$ cat src/rtl/stopwatch_bcd_counter_pkg.sv
// Shared types and constants for the SS.cc stopwatch.
// FSM encoding, BCD limits, digit nibble ranges, default timing.
package stopwatch_pkg;

    typedef enum logic [1:0] {
        IDLE  = 2'd0,
        RUN   = 2'd1,
        PAUSE = 2'd2
    } sw_state_e;

    localparam logic [3:0] BCD_MAX_DEC = 4'd9;
    localparam logic [3:0] BCD_MAX_SEC_TENS = 4'd5;

    localparam int NIB_ST_HI = 15;
    localparam int NIB_ST_LO = 12;
    localparam int NIB_SU_HI = 11;
    localparam int NIB_SU_LO = 8;
    localparam int NIB_CT_HI = 7;
    localparam int NIB_CT_LO = 4;
    localparam int NIB_CU_HI = 3;
    localparam int NIB_CU_LO = 0;

    localparam int TICK_DIV_DEF = 200;
    localparam int DEBOUNCE_DEF = 100;

    // Returns {carry_out, next_digit} for one cascade stage.
    function automatic logic [4:0] bcd_step(
        input logic [3:0] d,
        input logic [3:0] lim,
        input logic       en
    );
        if (!en) begin
            return {1'b0, d};
        end
        if (d == lim) begin
            return {1'b1, 4'd0};
        end
        return {1'b0, d + 4'd1};
    endfunction

endpackage

$ cat src/rtl/stopwatch_bcd_counter_if.sv
// Button inputs and display/status outputs of the stopwatch.
// master drives buttons, slave is the stopwatch itself.
interface stopwatch_bcd_counter_if;

    logic        xStartStop;
    logic        xClear;
    logic [15:0] xDOutput;
    logic        xRunning;
    logic        xOverflow;

    modport master (
        output xStartStop,
        output xClear,
        input  xDOutput,
        input  xRunning,
        input  xOverflow
    );

    modport slave (
        input  xStartStop,
        input  xClear,
        output xDOutput,
        output xRunning,
        output xOverflow
    );

endinterface

$ cat src/rtl/stopwatch_bcd_counter_button_debounce.sv
// Raw button to one-cycle press pulse: 2-FF sync, debounce, edge detect.
// Releases are debounced too but never pulse.
module button_debounce
    import stopwatch_pkg::*;
#(
    parameter int dDebounce = DEBOUNCE_DEF
) (
    input  logic clk_i,
    input  logic rst_n_i,
    input  logic btn_i,
    output logic press_o
);

    localparam int CW = $clog2(dDebounce + 1);

    logic          sync1_q;
    logic          sync2_q;
    logic          level_q;
    logic          level_d;
    logic          prev_q;
    logic          press_q;
    logic [CW-1:0] cnt_q;
    logic [CW-1:0] cnt_d;

    // Count while the synced sample disagrees; flip when the count hits dDebounce.
    always_comb begin
        level_d = level_q;
        cnt_d   = '0;
        if (sync2_q != level_q) begin
            if (cnt_q == CW'(dDebounce - 1)) begin
                level_d = ~level_q;
            end else begin
                cnt_d = cnt_q + 1'b1;
            end
        end
    end

    // Synchronizer, debounce state and registered rising-edge pulse.
    always_ff @(posedge clk_i) begin
        if (!rst_n_i) begin
            sync1_q <= 1'b0;
            sync2_q <= 1'b0;
            level_q <= 1'b0;
            cnt_q   <= '0;
            prev_q  <= 1'b0;
            press_q <= 1'b0;
        end else begin
            sync1_q <= btn_i;
            sync2_q <= sync1_q;
            level_q <= level_d;
            cnt_q   <= cnt_d;
            prev_q  <= level_q;
            press_q <= level_q & ~prev_q;
        end
    end

    assign press_o = press_q;

endmodule

$ cat src/rtl/stopwatch_bcd_counter.sv
// Four-digit BCD stopwatch SS.cc with start/stop and clear buttons.
// Digit registers feed the display word directly.
module stopwatch_bcd_counter
    import stopwatch_pkg::*;
#(
    parameter int dTickDiv  = TICK_DIV_DEF,
    parameter int dDebounce = DEBOUNCE_DEF
) (
    input  logic xClk_20kHz,
    input  logic xRst_n,
    stopwatch_bcd_counter_if.slave sw
);

    localparam int PW = $clog2(dTickDiv);

    sw_state_e     state_q;
    sw_state_e     state_d;
    logic [PW-1:0] presc_q;
    logic [PW-1:0] presc_d;
    logic [3:0]    st_q, su_q, ct_q, cu_q;
    logic [3:0]    st_d, su_d, ct_d, cu_d;
    logic          ovf_q;
    logic          ovf_d;
    logic          ss_p;
    logic          clr_p;
    logic          tick;
    logic          running;
    logic [4:0]    s0, s1, s2, s3;

    button_debounce #(.dDebounce(dDebounce)) u_db_ss (
        .clk_i   (xClk_20kHz),
        .rst_n_i (xRst_n),
        .btn_i   (sw.xStartStop),
        .press_o (ss_p)
    );

    button_debounce #(.dDebounce(dDebounce)) u_db_clr (
        .clk_i   (xClk_20kHz),
        .rst_n_i (xRst_n),
        .btn_i   (sw.xClear),
        .press_o (clr_p)
    );

    // FSM state register.
    always_ff @(posedge xClk_20kHz) begin
        if (!xRst_n) begin
            state_q <= IDLE;
        end else begin
            state_q <= state_d;
        end
    end

    // FSM next state; clear overrides start/stop.
    always_comb begin
        state_d = state_q;
        unique case (state_q)
            IDLE:    if (ss_p) state_d = RUN;
            RUN:     if (ss_p) state_d = PAUSE;
            PAUSE:   if (ss_p) state_d = RUN;
            default: state_d = IDLE;
        endcase
        if (clr_p) begin
            state_d = IDLE;
        end
    end

    // FSM outputs.
    always_comb begin
        running = (state_q == RUN);
    end

    // Prescaler, tick and BCD cascade next state.
    always_comb begin
        tick    = running && (presc_q == PW'(dTickDiv - 1));
        presc_d = presc_q;
        if (clr_p || state_q == IDLE) begin
            presc_d = '0;
        end else if (running) begin
            presc_d = tick ? '0 : presc_q + 1'b1;
        end
        s0    = bcd_step(cu_q, BCD_MAX_DEC, tick);
        s1    = bcd_step(ct_q, BCD_MAX_DEC, s0[4]);
        s2    = bcd_step(su_q, BCD_MAX_DEC, s1[4]);
        s3    = bcd_step(st_q, BCD_MAX_SEC_TENS, s2[4]);
        cu_d  = s0[3:0];
        ct_d  = s1[3:0];
        su_d  = s2[3:0];
        st_d  = s3[3:0];
        ovf_d = s3[4];
        if (clr_p) begin
            cu_d  = 4'd0;
            ct_d  = 4'd0;
            su_d  = 4'd0;
            st_d  = 4'd0;
            ovf_d = 1'b0;
        end
    end

    // Datapath registers.
    always_ff @(posedge xClk_20kHz) begin
        if (!xRst_n) begin
            presc_q <= '0;
            st_q    <= 4'd0;
            su_q    <= 4'd0;
            ct_q    <= 4'd0;
            cu_q    <= 4'd0;
            ovf_q   <= 1'b0;
        end else begin
            presc_q <= presc_d;
            st_q    <= st_d;
            su_q    <= su_d;
            ct_q    <= ct_d;
            cu_q    <= cu_d;
            ovf_q   <= ovf_d;
        end
    end

    assign sw.xDOutput[NIB_ST_HI:NIB_ST_LO] = st_q;
    assign sw.xDOutput[NIB_SU_HI:NIB_SU_LO] = su_q;
    assign sw.xDOutput[NIB_CT_HI:NIB_CT_LO] = ct_q;
    assign sw.xDOutput[NIB_CU_HI:NIB_CU_LO] = cu_q;
    assign sw.xRunning  = running;
    assign sw.xOverflow = ovf_q;

endmodule

$ cat src/flat_wrapper.sv
// flat-port wrapper written by rule: the top's interface ports become plain ports
module stopwatch_bcd_counter_flat import stopwatch_pkg::*;
#(
    parameter int dTickDiv  = TICK_DIV_DEF,
    parameter int dDebounce = DEBOUNCE_DEF
)
  (xClk_20kHz, xRst_n, sw_xStartStop, sw_xClear, sw_xDOutput, sw_xRunning, sw_xOverflow);
  stopwatch_bcd_counter_if sw_i ();
  input  logic xClk_20kHz;
  input  logic xRst_n;
  input wire logic [$bits(sw_i.xStartStop)-1:0] sw_xStartStop;
  input wire logic [$bits(sw_i.xClear)-1:0] sw_xClear;
  output wire logic [$bits(sw_i.xDOutput)-1:0] sw_xDOutput;
  output wire logic [$bits(sw_i.xRunning)-1:0] sw_xRunning;
  output wire logic [$bits(sw_i.xOverflow)-1:0] sw_xOverflow;
  assign sw_i.xStartStop = sw_xStartStop;
  assign sw_i.xClear = sw_xClear;
  assign sw_xDOutput = sw_i.xDOutput;
  assign sw_xRunning = sw_i.xRunning;
  assign sw_xOverflow = sw_i.xOverflow;
  stopwatch_bcd_counter #(.dTickDiv(dTickDiv), .dDebounce(dDebounce)) u_core (.xClk_20kHz(xClk_20kHz), .xRst_n(xRst_n), .sw(sw_i));
endmodule
$ cat config.mk
export PLATFORM = sky130hd
export DESIGN_NAME = stopwatch_bcd_counter_flat
export DESIGN_NICKNAME = d
export VERILOG_FILES = /design/src/rtl/stopwatch_bcd_counter_pkg.sv /design/src/rtl/stopwatch_bcd_counter_if.sv /design/src/rtl/stopwatch_bcd_counter_button_debounce.sv /design/src/rtl/stopwatch_bcd_counter.sv /design/src/flat_wrapper.sv
export SDC_FILE = /design/constraint.sdc
export NUM_CORES = 1
export LEC_CHECK = 0
export BUFFER_PORTS_ARGS = -buffer_cell sky130_fd_sc_hd__buf_2
export CAP_MARGIN = 10
export CORE_ASPECT_RATIO = 1.25
export CORE_UTILIZATION = 52
export DETAILED_ROUTE_END_ITERATION = 6
export PLACE_DENSITY = 0.83
export SLEW_MARGIN = 20
export SYNTH_ARGS = -nofsm -noshare
export SYNTH_HDL_FRONTEND = slang
export SYNTH_SLANG_ARGS = --single-unit
export TNS_END_PERCENT = 20
$ cat constraint.sdc
create_clock -name xClk_20kHz -period 1.64 [get_ports xClk_20kHz]
set_input_delay 0.246 -clock xClk_20kHz [delete_from_list [all_inputs] [get_ports xClk_20kHz]]
set_output_delay 0.246 -clock xClk_20kHz [all_outputs]
set_load 0.05 [all_outputs]
==> flow_results.xml, run 1 <==
<?xml version="1.0" encoding="UTF-8"?>
<metrics>
  <group name="global_routing">
    <metric name="grtUsageMet1" unit="">0.2287</metric>
    <metric name="grt_max_degree" unit="">19</metric>
    <metric name="antenna_found_initial" unit="">0</metric>
    <metric name="grt_first_pass_wirelength" unit="um">6962</metric>
    <metric name="globalRouteTotalUtil" unit="">0.2024</metric>
    <metric name="globalRoute.busiestLayer" unit="">met2</metric>
    <metric name="grt_util_met3" unit="">0.04075</metric>
    <metric name="vias_in_the_first_global_route" unit="">1681</metric>
    <metric name="global_route.usage.met2" unit="">0.3575</metric>
    <metric name="grt-ovfl-total" unit="">0</metric>
  </group>
  <group name="clocking">
    <metric name="tritoncts" unit="">built</metric>
    <metric name="cts_root_buffer" unit="">sky130_fd_sc_hd__clkbuf_8</metric>
    <metric name="cts-buffers-inserted" unit="">5</metric>
    <metric name="clk_transition_reported_paths" unit="ns">0.09</metric>
    <metric name="cts_hold_buf" unit="">0</metric>
    <metric name="clock_tree.buffer_depth" unit="">2</metric>
    <metric name="cts_htree_levels" unit="">2</metric>
    <metric name="cts.sinks" unit="">51</metric>
    <metric name="clock_latency_on_the_worst_skew_pair" unit="ns">0.31</metric>
  </group>
  <group name="detailed_routing">
    <metric name="vias" unit="">1864</metric>
    <metric name="route.detailed.drc" unit="">0</metric>
    <metric name="totalWireLength" unit="um">4365</metric>
    <metric name="drt_pre_antenna_iters" unit="">4</metric>
    <metric name="routed_wire_length_per_instance" unit="um">12.58</metric>
    <metric name="antenna_violating_nets_remaining" unit="">0</metric>
    <metric name="detail_route.iter0.violations" unit="">112</metric>
    <metric name="avgViaCountPerCell" unit="">5.372</metric>
  </group>
  <group name="placed_design">
    <metric name="finalWeightedCongestion" unit="">0.7804</metric>
    <metric name="post-place-cells" unit="">333</metric>
    <metric name="dp_hpwl" unit="um">2975</metric>
    <metric name="portBuffers" unit="">21</metric>
    <metric name="placed_cell_area" unit="mm^2">0.002603</metric>
  </group>
  <group name="sta">
    <metric name="slew-limit-headroom" unit="">0.4437</metric>
    <metric name="finalHoldViolations" unit="">0</metric>
    <metric name="post-route-min-period" unit="ns">1.740</metric>
    <metric name="final_max_slew_viols" unit="">0</metric>
    <metric name="fin_worst_skew" unit="ns">0.006342</metric>
    <metric name="post_route_setup_tns" unit="ns">-0.7598</metric>
    <metric name="setup_ws" unit="ns">-0.1004</metric>
    <metric name="rsz0062_at_grt" unit="">yes</metric>
    <metric name="timing_worst_slew_pin_value" unit="ns">0.8344</metric>
    <metric name="final.period_utilization" unit="">1.061</metric>
    <metric name="maxClockFrequency" unit="MHz">574.6</metric>
    <metric name="finalSetupViolCount" unit="">13</metric>
  </group>
  <group name="setup_path">
    <metric name="worst_r2r_startpoint" unit="">u_core.presc_q[1]</metric>
    <metric name="critical_path.top_delay_family" unit="">simple AND/OR/NAND/NOR gates</metric>
    <metric name="cp-start-kind" unit="">flop</metric>
    <metric name="critPathBufInv" unit="">0</metric>
    <metric name="timing.critical_path.slowest_cell_delay" unit="ns">0.55</metric>
    <metric name="cp_cell_sequence" unit="">ha_4, and4b_2, nand4_4, or4_4, a21oi_1</metric>
    <metric name="cp.required" unit="ns">1.86</metric>
    <metric name="crit-reg2reg-capture" unit="">u_core.st_q[1]</metric>
    <metric name="worstSetupEndpointType" unit="">flop</metric>
    <metric name="worst-r2r-cell-count" unit="">5</metric>
    <metric name="timing.critical_path.slowest_stage_cell" unit="">sky130_fd_sc_hd__or4_4</metric>
    <metric name="reg2reg_slack" unit="ns">-0.10</metric>
    <metric name="worstPathMaxFanout" unit="">6</metric>
    <metric name="critical_path_class" unit="">flop to flop</metric>
    <metric name="cp_data_arrival_time" unit="ns">1.96</metric>
  </group>
  <group name="hold_path">
    <metric name="hold_start" unit="">sw_xClear</metric>
    <metric name="hold_end" unit="">u_core.u_db_clr.sync1_q</metric>
    <metric name="hold_path_cells" unit="">2</metric>
    <metric name="min-delay-path-class" unit="">input port to flop</metric>
  </group>
  <group name="logic_synthesis">
    <metric name="synth-async-reset-ratio" unit="">0</metric>
    <metric name="synth.yosys.seq_area_share" unit="">0.4501</metric>
    <metric name="synth_cell_type_count" unit="">40</metric>
    <metric name="synth_warn" unit="">0</metric>
    <metric name="ys.flop_type" unit="">sky130_fd_sc_hd__dfxtp_1</metric>
    <metric name="number_of_flops_mapped_to_enable_cells_by_yosys" unit="">0</metric>
    <metric name="avgSynthCellArea" unit="um^2">9.335</metric>
    <metric name="syn-num-nets" unit="">258</metric>
    <metric name="syn_inst" unit="">243</metric>
    <metric name="netlist_area" unit="mm^2">0.002268</metric>
    <metric name="yosys_register_bits" unit="">51</metric>
  </group>
  <group name="final_layout">
    <metric name="final_layout_size_suffix_gt1_frac" unit="">0.3127</metric>
    <metric name="layout.filler_cells" unit="">346</metric>
    <metric name="flow.area_growth_from_synthesis" unit="%">24.60</metric>
    <metric name="design_area" unit="mm^2">0.002826</metric>
    <metric name="antennaDiodeCount" unit="">0</metric>
    <metric name="finish.net_count" unit="">305</metric>
    <metric name="finalNonFillerCells" unit="">347</metric>
  </group>
  <group name="power_and_ir_drop">
    <metric name="power" unit="uW">2128</metric>
    <metric name="peakVddDrop" unit="mV">0.7221</metric>
    <metric name="power.density" unit="mW/mm^2">752.9</metric>
    <metric name="cellLeakagePower" unit="uW">0.001145</metric>
  </group>
  <group name="status">
    <metric name="violations_in_the_final_reports" unit="">setup timing</metric>
    <metric name="status" unit="">complete, but fails checks</metric>
  </group>
  <group name="floorplanning">
    <metric name="die_x" unit="um">61.08</metric>
    <metric name="core_area" unit="mm^2">0.004131</metric>
    <metric name="floorplan.die.height" unit="um">75.85</metric>
    <metric name="num_rows" unit="">26</metric>
    <metric name="die-area" unit="mm^2">0.004632</metric>
    <metric name="pin_count" unit="">22</metric>
    <metric name="initial_core_util" unit="">0.5491</metric>
  </group>
  <group name="run">
    <metric name="maxCapViolCount" unit="">0</metric>
  </group>
</metrics>
## timing repair
| action | 4_1_cts | 5_1_grt |
|---|---|---|
| gates resized for setup | 8 | 10 |
| endpoints found under the setup margin | 12 | 24 |
| pin swaps | 18 | 6 |
| cloned | 1 | 0 |
| buffers inserted | 5 | 0 |
## Yosys cell counts, types with 2 or more instances
cell | instances | area (um^2)
sky130_fd_sc_hd__nand2b_1 | 2 | 12.51
sky130_fd_sc_hd__or3_1 | 7 | 43.79
sky130_fd_sc_hd__a22oi_1 | 2 | 15.01
sky130_fd_sc_hd__inv_1 | 13 | 48.80
sky130_fd_sc_hd__clkbuf_1 | 3 | 11.26
sky130_fd_sc_hd__xnor2_1 | 10 | 87.58
sky130_fd_sc_hd__ha_1 | 11 | 137.6
sky130_fd_sc_hd__xor2_1 | 8 | 70.07
sky130_fd_sc_hd__and4bb_2 | 2 | 25.02
sky130_fd_sc_hd__a21oi_1 | 15 | 75.07
sky130_fd_sc_hd__nand2_1 | 11 | 41.29
sky130_fd_sc_hd__nand4_4 | 2 | 42.54
sky130_fd_sc_hd__nand3b_1 | 2 | 15.01
sky130_fd_sc_hd__and2_1 | 6 | 37.54
sky130_fd_sc_hd__and3b_1 | 3 | 26.28
sky130_fd_sc_hd__or4_1 | 6 | 45.04
sky130_fd_sc_hd__dfxtp_1 | 51 | 1021
sky130_fd_sc_hd__nand3_1 | 13 | 65.06
sky130_fd_sc_hd__nor2b_1 | 5 | 31.28
sky130_fd_sc_hd__and3_1 | 3 | 18.77
sky130_fd_sc_hd__nor3_1 | 3 | 15.01
sky130_fd_sc_hd__buf_6 | 2 | 22.52
sky130_fd_sc_hd__mux2_2 | 2 | 22.52
sky130_fd_sc_hd__mux2i_1 | 2 | 20.02
sky130_fd_sc_hd__o21ai_0 | 11 | 55.05
sky130_fd_sc_hd__a21boi_0 | 2 | 15.01
sky130_fd_sc_hd__nor2_1 | 31 | 116.4
sky130_fd_sc_hd__nand4_1 | 3 | 18.77
## report_power, final
group,total (uW),internal [uW],switching [uW]
sequential,1240,1240,3.02
combinational,28.1,8.72,19.3
clock,861,454,407
total,2130,1700,429
## kinds of logic after synthesis
kind of cell	after synthesis	share of synthesized area
AND/OR/NAND/NOR	106	0.2780
flip-flops	51	0.4501
AO/OA/AOI/OAI	33	0.08108
buffers and inverters	20	0.04192
XOR/XNOR	18	0.06950
adder cells (fa/ha/maj)	11	0.06067
multiplexers	4	0.01875
## per-layer routing
| layer | wire length, um | part of all wire |
|---|---|---|
| met1 | 1873 | 0.43 |
| met2 | 2253 | 0.52 |
| met3 | 126 | 0.029 |
| met4 | 111 | 0.025 |
| met5 | 0 | 0 |
## metrics by stage
step / hold slack (ns) / utilization / setup slack (ns)
2_1_floorplan: 0.3674 / - / -0.004255
3_3_place_gp: 0.3735 / 0.6299 / -0.1337
3_5_place_dp: 0.3788 / 0.6299 / -0.1978
4_1_cts: 0.1353 / 0.6769 / -0.1019
5_1_grt: 0.1267 / 0.6841 / -0.1607
6_report: 0.1527 / 0.6841 / -0.1004
## area by class of cell
class                   count  area (um^2)  share of cell area
multi-input cells         173         1232              0.4360
clock buffers               5        68.82             0.02435
inverters                  13        48.80             0.01726
clock inverters             3        43.79             0.01549
well taps                  56        70.07             0.02479
flip-flops and latches     51         1049              0.3710
repair buffers             46        314.1              0.1111
## worst max path at each step
stage                      to  depth (start not counted)               from
6_report       u_core.st_q[1]                          5  u_core.presc_q[1]
5_1_grt        u_core.st_q[0]                          5  u_core.presc_q[1]
4_1_cts        u_core.st_q[1]                          6     u_core.ct_q[1]
3_5_place_dp   u_core.ct_q[2]                          6  u_core.presc_q[1]
3_3_place_gp   u_core.ct_q[2]                          6  u_core.presc_q[1]
2_1_floorplan  u_core.st_q[1]                          5     u_core.ct_q[0]
## cells in the final DEF, fill, tap and decap left out, drive strengths merged, types with 10 or more instances in the layout
master	synthesis	final
ha	11	11
nand3	13	13
nand2	11	11
buf	4	45
inv	13	13
a21oi	15	15
o21ai	11	11
nor2	31	31
dfxtp	51	51
xnor2	10	10
## sequential cells by signal, summed over array words and instances, names as in the netlist, 2 cells and up
register,count
u_core.presc_q,8
u_core.st_q,4
u_core.su_q,4
u_core.u_db_ss.cnt_q,7
u_core.state_q,2
u_core.ct_q,4
u_core.u_db_clr.cnt_q,7
u_core.cu_q,4
Note: power is estimated with default switching activity, not from simulation.
==> inputs of run 2 (changes only) <==
- CORE_ASPECT_RATIO: 1.25 -> unset
- PLACE_DENSITY: 0.83 -> 0.82
==> flow_results.xml, run 2 (synthesis gave the netlist of run 1 again) <==
<?xml version="1.0" encoding="UTF-8"?>
<metrics>
  <group name="final_layout">
    <metric name="final_layout_size_suffix_gt1_frac" unit="">0.3389</metric>
    <metric name="flip_flop_count_of_the_largest_register_after_layout" unit="">8</metric>
    <metric name="largest-register" unit="">u_core.presc_q</metric>
    <metric name="reg.largest.list" unit="">u_core.presc_q (8), u_core.u_db_clr.cnt_q (7), u_core.u_db_ss.cnt_q (7)</metric>
    <metric name="antennaDiodeCount" unit="">0</metric>
    <metric name="layout.core_utilization" unit="">0.7021</metric>
    <metric name="most-common-layout-cells" unit="">sky130_fd_sc_hd__dfxtp_1, sky130_fd_sc_hd__nor2_1, sky130_fd_sc_hd__buf_4, sky130_fd_sc_hd__buf_2, sky130_fd_sc_hd__nand3_1</metric>
    <metric name="layout.filler_cells" unit="">287</metric>
    <metric name="finalNonFillerCells" unit="">348</metric>
    <metric name="finish.net_count" unit="">312</metric>
    <metric name="flow.area_growth_from_synthesis" unit="%">26.48</metric>
    <metric name="most_common_cell_after_layout_fill_and_taps_aside" unit="">sky130_fd_sc_hd__dfxtp_1</metric>
  </group>
  <group name="hold_path">
    <metric name="min-delay-path-class" unit="">input port to flop</metric>
  </group>
  <group name="setup_path">
    <metric name="critical_path.startpoint" unit="">u_core.presc_q[0]</metric>
    <metric name="worstSetupEndpointType" unit="">flop</metric>
    <metric name="cp-start-kind" unit="">flop</metric>
    <metric name="worstPathMaxFanout" unit="">7</metric>
    <metric name="critical_path_class" unit="">flop to flop</metric>
    <metric name="reg2reg_slack" unit="ns">-0.13</metric>
    <metric name="worst_r2r_startpoint" unit="">u_core.presc_q[0]</metric>
    <metric name="critical_path.endpoint" unit="">u_core.ct_q[2]</metric>
    <metric name="worst-r2r-cell-count" unit="">6</metric>
    <metric name="cp_data_arrival_time" unit="ns">2.00</metric>
    <metric name="cp.required" unit="ns">1.87</metric>
    <metric name="crit-reg2reg-capture" unit="">u_core.ct_q[2]</metric>
  </group>
  <group name="sta">
    <metric name="post-route-min-period" unit="ns">1.773</metric>
    <metric name="setup_ws" unit="ns">-0.1327</metric>
    <metric name="final_max_slew_viols" unit="">0</metric>
    <metric name="fin_worst_skew" unit="ns">0.008410</metric>
    <metric name="timing_worst_slew_pin_value" unit="ns">0.8429</metric>
    <metric name="finalSetupViolCount" unit="">14</metric>
    <metric name="maxClockFrequency" unit="MHz">564.1</metric>
    <metric name="rsz0062_at_grt" unit="">yes</metric>
    <metric name="post_route_setup_tns" unit="ns">-0.6593</metric>
    <metric name="finalHoldViolations" unit="">0</metric>
    <metric name="final.period_utilization" unit="">1.081</metric>
    <metric name="slew-limit-headroom" unit="">0.4381</metric>
  </group>
  <group name="clocking">
    <metric name="cts-buffers-inserted" unit="">5</metric>
    <metric name="clk_transition_reported_paths" unit="ns">0.09</metric>
    <metric name="clock_latency_on_the_worst_skew_pair" unit="ns">0.31</metric>
    <metric name="cts.sinks" unit="">51</metric>
    <metric name="cts_htree_levels" unit="">2</metric>
    <metric name="cts_hold_buf" unit="">0</metric>
    <metric name="tritoncts" unit="">built</metric>
    <metric name="clock_tree.buffer_depth" unit="">2</metric>
    <metric name="cts_root_buffer" unit="">sky130_fd_sc_hd__clkbuf_8</metric>
  </group>
  <group name="detailed_routing">
    <metric name="routed_wire_length_per_instance" unit="um">13.16</metric>
    <metric name="antenna_violating_nets_remaining" unit="">0</metric>
    <metric name="vias" unit="">1886</metric>
    <metric name="avgViaCountPerCell" unit="">5.420</metric>
    <metric name="route.detailed.drc" unit="">0</metric>
    <metric name="detail_route.iter0.violations" unit="">89</metric>
    <metric name="drt_pre_antenna_iters" unit="">4</metric>
    <metric name="totalWireLength" unit="um">4580</metric>
  </group>
  <group name="placed_design">
    <metric name="post-place-cells" unit="">329</metric>
    <metric name="portBuffers" unit="">21</metric>
    <metric name="finalWeightedCongestion" unit="">0.7915</metric>
    <metric name="dp_hpwl" unit="um">2932</metric>
  </group>
  <group name="global_routing">
    <metric name="antenna_found_initial" unit="">0</metric>
    <metric name="grt_max_degree" unit="">19</metric>
    <metric name="grt_first_pass_wirelength" unit="um">7217</metric>
    <metric name="globalRouteTotalUtil" unit="">0.2115</metric>
    <metric name="grt-ovfl-total" unit="">0</metric>
    <metric name="vias_in_the_first_global_route" unit="">1759</metric>
  </group>
  <group name="power_and_ir_drop">
    <metric name="power" unit="uW">2056</metric>
    <metric name="cellLeakagePower" unit="uW">0.001176</metric>
    <metric name="power.density" unit="mW/mm^2">716.7</metric>
    <metric name="peakVddDrop" unit="mV">0.8025</metric>
  </group>
  <group name="floorplanning">
    <metric name="initial_core_util" unit="">0.5551</metric>
    <metric name="floorplan.die.height" unit="um">68.05</metric>
    <metric name="pin_count" unit="">22</metric>
    <metric name="num_rows" unit="">23</metric>
    <metric name="core_area" unit="mm^2">0.004086</metric>
    <metric name="die_x" unit="um">68.05</metric>
    <metric name="die-area" unit="mm^2">0.004631</metric>
  </group>
  <group name="status">
    <metric name="violations_in_the_final_reports" unit="">setup timing</metric>
    <metric name="status" unit="">complete, but fails checks</metric>
  </group>
  <group name="run">
    <metric name="maxCapViolCount" unit="">0</metric>
  </group>
</metrics>
-- run 2: changes by cell type in the layout (fill, tap and decap cells not counted), moves of 2 or more --
cell / previous run / this run
sky130_fd_sc_hd__inv_4: 0 / 2
sky130_fd_sc_hd__clkbuf_8: 5 / 7
sky130_fd_sc_hd__buf_6: 5 / 3
sky130_fd_sc_hd__buf_4: 20 / 29
-- run 2: critical path, stage by stage (launching register included) --
cell and delay, ns:
sky130_fd_sc_hd__dfxtp_2 0.37, sky130_fd_sc_hd__ha_4 0.13, sky130_fd_sc_hd__and4b_2 0.29, sky130_fd_sc_hd__buf_6 0.13
sky130_fd_sc_hd__nand4_4 0.11, sky130_fd_sc_hd__or4_4 0.51, sky130_fd_sc_hd__a21oi_2 0.14
-- run 2: power breakdown --
group | internal, uW | switching (uW) | total (uW)
Combinational | 8.67 | 18.7 | 27.3
Clock | 385 | 405 | 790
Sequential | 1240 | 2.72 | 1240
-- run 2: per-layer routing --
metal | GRT usage | part of all wire | up-vias
li1 | - | - | 957
met1 | 0.2283 | 0.43 | 889
met2 | 0.3676 | 0.51 | 25
met3 | 0.05167 | 0.022 | 15
met4 | 0.1302 | 0.035 | 0
met5 | 0 | 0 | -
-- run 2: worst min path at each step --
stage / from / endpoint / slack, ns / cells past startpoint
global route: sw_xStartStop / u_core.u_db_ss.sync1_q / 0.13 / 2
finish: sw_xClear / u_core.u_db_clr.sync1_q / 0.14 / 2
global placement: u_core.u_db_ss.prev_q / u_core.u_db_ss.press_o / 0.37 / 1
floorplan: u_core.u_db_clr.prev_q / u_core.u_db_clr.press_o / 0.37 / 1
detailed placement: u_core.u_db_clr.prev_q / u_core.u_db_clr.press_o / 0.38 / 1
CTS: sw_xClear / u_core.u_db_clr.sync1_q / 0.14 / 2
-- run 2: area by class of cell --
| class | instances | area (um^2) | share of cell area |
|---|---|---|---|
| Clock buffer | 7 | 96.34 | 0.03358 |
| Multi-Input combinational cell | 173 | 1247 | 0.4348 |
| Timing Repair Buffer | 53 | 356.6 | 0.1243 |
| Tap cell | 50 | 62.56 | 0.02181 |
| Clock inverter | 1 | 6.256 | 0.002181 |
| Sequential cell | 51 | 1049 | 0.3655 |
| Inverter | 13 | 51.30 | 0.01788 |
-- run 2: timing repair --
action                     in CTS  in global routing
setup endpoints to repair      21                 23
pin swaps                      12                  8
cloned                          1                  0
resized for setup               7                 12
buffers inserted                6                  4
-- run 2: per-stage QoR --
| step | hold slack, ns | worst slack, ns | instance area (um^2) |
|---|---|---|---|
| 6_report | 0.1432 | -0.1327 | 2869 |
| 2_1_floorplan | 0.3674 | -0.004255 | 2330 |
| 5_1_grt | 0.1323 | -0.1820 | 2869 |
| 3_3_place_gp | 0.3722 | -0.1037 | 2610 |
| 3_5_place_dp | 0.3796 | -0.1535 | 2610 |
| 4_1_cts | 0.1368 | -0.1026 | 2785 |
==> inputs of run 3 (changes only) <==
- SETUP_SLACK_MARGIN: unset -> 0.4
==> flow_results.xml, run 3 (synthesis gave the netlist of run 1 again) <==
<?xml version="1.0" encoding="UTF-8"?>
<metrics>
  <group name="status">
    <metric name="status" unit="">complete, but fails checks</metric>
    <metric name="violations_in_the_final_reports" unit="">setup timing</metric>
  </group>
  <group name="clocking">
    <metric name="cts_root_buffer" unit="">sky130_fd_sc_hd__clkbuf_8</metric>
    <metric name="clock_latency_on_the_worst_skew_pair" unit="ns">0.32</metric>
    <metric name="clk_transition_reported_paths" unit="ns">0.10</metric>
    <metric name="cts-buffers-inserted" unit="">5</metric>
    <metric name="cts_hold_buf" unit="">0</metric>
    <metric name="cts_htree_levels" unit="">2</metric>
    <metric name="tritoncts" unit="">built</metric>
    <metric name="cts.sinks" unit="">51</metric>
    <metric name="clock_tree.buffer_depth" unit="">2</metric>
  </group>
  <group name="sta">
    <metric name="final_max_slew_viols" unit="">0</metric>
    <metric name="timing_worst_slew_pin_value" unit="ns">0.4590</metric>
    <metric name="rsz0062_at_grt" unit="">yes</metric>
    <metric name="slew-limit-headroom" unit="">0.6927</metric>
    <metric name="fin_worst_skew" unit="ns">0.01469</metric>
    <metric name="post-route-min-period" unit="ns">1.751</metric>
    <metric name="maxClockFrequency" unit="MHz">571.1</metric>
    <metric name="final.period_utilization" unit="">1.068</metric>
    <metric name="finalSetupViolCount" unit="">11</metric>
    <metric name="setup_ws" unit="ns">-0.1109</metric>
    <metric name="finalHoldViolations" unit="">0</metric>
  </group>
  <group name="final_layout">
    <metric name="seqCellArea" unit="mm^2">0.001059</metric>
    <metric name="reg.largest.list" unit="">u_core.presc_q (8), u_core.u_db_clr.cnt_q (7), u_core.u_db_ss.cnt_q (7)</metric>
    <metric name="most-common-layout-cells" unit="">sky130_fd_sc_hd__dfxtp_1, sky130_fd_sc_hd__nor2_1, sky130_fd_sc_hd__buf_4, sky130_fd_sc_hd__dfxtp_2</metric>
    <metric name="antennaDiodeCount" unit="">0</metric>
    <metric name="largest-register" unit="">u_core.presc_q</metric>
    <metric name="final_layout_size_suffix_gt1_frac" unit="">0.3836</metric>
    <metric name="finalNonFillerCells" unit="">342</metric>
    <metric name="flip_flop_count_of_the_largest_register_after_layout" unit="">8</metric>
    <metric name="layout.filler_cells" unit="">272</metric>
    <metric name="finish.net_count" unit="">306</metric>
    <metric name="most_common_cell_after_layout_fill_and_taps_aside" unit="">sky130_fd_sc_hd__dfxtp_1</metric>
    <metric name="flow.area_growth_from_synthesis" unit="%">32.60</metric>
    <metric name="area_occupied_by_multi_input_gates" unit="mm^2">0.001346</metric>
  </group>
  <group name="power_and_ir_drop">
    <metric name="power_switching_share" unit="">0.2288</metric>
    <metric name="sequential_power_share" unit="">0.618</metric>
    <metric name="clkPwrFrac" unit="">0.366</metric>
    <metric name="power.density" unit="mW/mm^2">664.7</metric>
    <metric name="comb_power_share" unit="">0.016</metric>
    <metric name="switching_power" unit="uW">457.5</metric>
    <metric name="power" unit="uW">1999</metric>
    <metric name="peakVddDrop" unit="mV">0.4680</metric>
    <metric name="intPower" unit="uW">1542</metric>
    <metric name="cellLeakagePower" unit="uW">0.001144</metric>
  </group>
  <group name="detailed_routing">
    <metric name="antenna_violating_nets_remaining" unit="">0</metric>
    <metric name="route.detailed.drc" unit="">0</metric>
    <metric name="drt_pre_antenna_iters" unit="">4</metric>
    <metric name="avgViaCountPerCell" unit="">5.538</metric>
    <metric name="routed_wire_length_per_instance" unit="um">14.35</metric>
    <metric name="detail_route.iter0.violations" unit="">139</metric>
    <metric name="vias" unit="">1894</metric>
    <metric name="totalWireLength" unit="um">4908</metric>
  </group>
  <group name="global_routing">
    <metric name="grt-ovfl-total" unit="">0</metric>
    <metric name="grt_max_degree" unit="">19</metric>
    <metric name="globalRouteTotalUtil" unit="">0.2142</metric>
    <metric name="grt_first_pass_wirelength" unit="um">7355</metric>
    <metric name="vias_in_the_first_global_route" unit="">1715</metric>
    <metric name="antenna_found_initial" unit="">0</metric>
  </group>
  <group name="run">
    <metric name="maxCapViolCount" unit="">0</metric>
  </group>
  <group name="setup_path">
    <metric name="worst_r2r_startpoint" unit="">u_core.presc_q[0]</metric>
    <metric name="cp_data_arrival_time" unit="ns">2.00</metric>
    <metric name="critical_path_class" unit="">flop to flop</metric>
    <metric name="worstSetupEndpointType" unit="">flop</metric>
    <metric name="reg2reg_slack" unit="ns">-0.11</metric>
    <metric name="worst-r2r-cell-count" unit="">6</metric>
    <metric name="critical_path.startpoint" unit="">u_core.presc_q[0]</metric>
    <metric name="worstPathMaxFanout" unit="">6</metric>
    <metric name="cp.required" unit="ns">1.89</metric>
    <metric name="crit-reg2reg-capture" unit="">u_core.st_q[1]</metric>
    <metric name="cp-start-kind" unit="">flop</metric>
  </group>
  <group name="floorplanning">
    <metric name="die_x" unit="um">68.05</metric>
    <metric name="initial_core_util" unit="">0.5551</metric>
    <metric name="pin_count" unit="">22</metric>
    <metric name="die-area" unit="mm^2">0.004631</metric>
    <metric name="core_area" unit="mm^2">0.004086</metric>
    <metric name="num_rows" unit="">23</metric>
    <metric name="floorplan.die.height" unit="um">68.05</metric>
  </group>
  <group name="placed_design">
    <metric name="dp_hpwl" unit="um">2887</metric>
    <metric name="post-place-cells" unit="">325</metric>
    <metric name="finalWeightedCongestion" unit="">0.8232</metric>
    <metric name="portBuffers" unit="">21</metric>
  </group>
  <group name="hold_path">
    <metric name="hold_start" unit="">sw_xClear</metric>
    <metric name="hold_end" unit="">u_core.u_db_clr.sync1_q</metric>
    <metric name="hold_path_cells" unit="">2</metric>
    <metric name="min-delay-path-class" unit="">input port to flop</metric>
  </group>
</metrics>
[run 3: cell types whose count changed in the layout (fill, tap and decap cells not counted), sizes merged]
cell	previous run	this run
clkinvlp	0	1
inv	14	13
clkbuf	7	8
clkinv	0	2
buf	53	44
[run 3: power groups by stage]
stage | Sequential [uW] | Combinational, uW | Clock (uW)
after floorplan | 1270 | 19.1 | 0
after global placement | 1270 | 26.0 | 0
after detailed placement | 1270 | 26.2 | 0
after CTS | 1240 | 29.1 | 744
after global routing | 1240 | 35.4 | 798
final | 1240 | 31.3 | 731
[run 3: what timing repair did]
action                     CTS  global route
gates resized for setup     40            28
cloned                       1             0
pin swaps                   32            25
setup buffers                6             2
setup endpoints to repair   46            53
hold endpoints to repair     0             0
[run 3: worst max path at each step]
stage                                 to  slack (ns)
final                     u_core.st_q[1]       -0.11
after global routing      u_core.st_q[1]       -0.14
after CTS                 u_core.st_q[1]       -0.09
after detailed placement  u_core.ct_q[2]       -0.18
after global placement    u_core.ct_q[2]       -0.07
after floorplan           u_core.st_q[1]       0.005
[run 3: cell type report]
class	instances	area share
Clock buffer	5	0.02288
Multi-Input combinational cell	173	0.4476
Clock inverter	3	0.006656
Tap cell	50	0.02080
Sequential cell	51	0.3519
Inverter	13	0.01705
Timing Repair Buffer	47	0.1331
[run 3: critical path: stages, from the launching register on]
cell                      delay (ns)
sky130_fd_sc_hd__dfxtp_2        0.36
sky130_fd_sc_hd__ha_4           0.13
sky130_fd_sc_hd__and4b_1        0.26
sky130_fd_sc_hd__buf_6          0.13
sky130_fd_sc_hd__nand4_4        0.14
sky130_fd_sc_hd__or4_4          0.54
sky130_fd_sc_hd__a21oi_2        0.12
[run 3: metrics by stage]
step	TNS (ns)	worst slack, ns	util	cell area, um^2	hold slack [ns]
floorplan	0	0.004815	-	2337	0.3674
global placement	-0.1005	-0.06799	0.6323	2584	0.3717
detailed placement	-0.4930	-0.1806	0.6323	2584	0.3788
CTS	-0.2985	-0.09313	0.7051	2882	0.1253
global route	-1.213	-0.1396	0.7361	3008	0.1340
finish	-0.6469	-0.1109	0.7361	3008	0.1304
[run 3: metal layers]
layer	track usage	wire (um)
met1	0.2323	2027
met2	0.3738	2594
met3	0.05667	151
met4	0.1198	134
met5	0	0
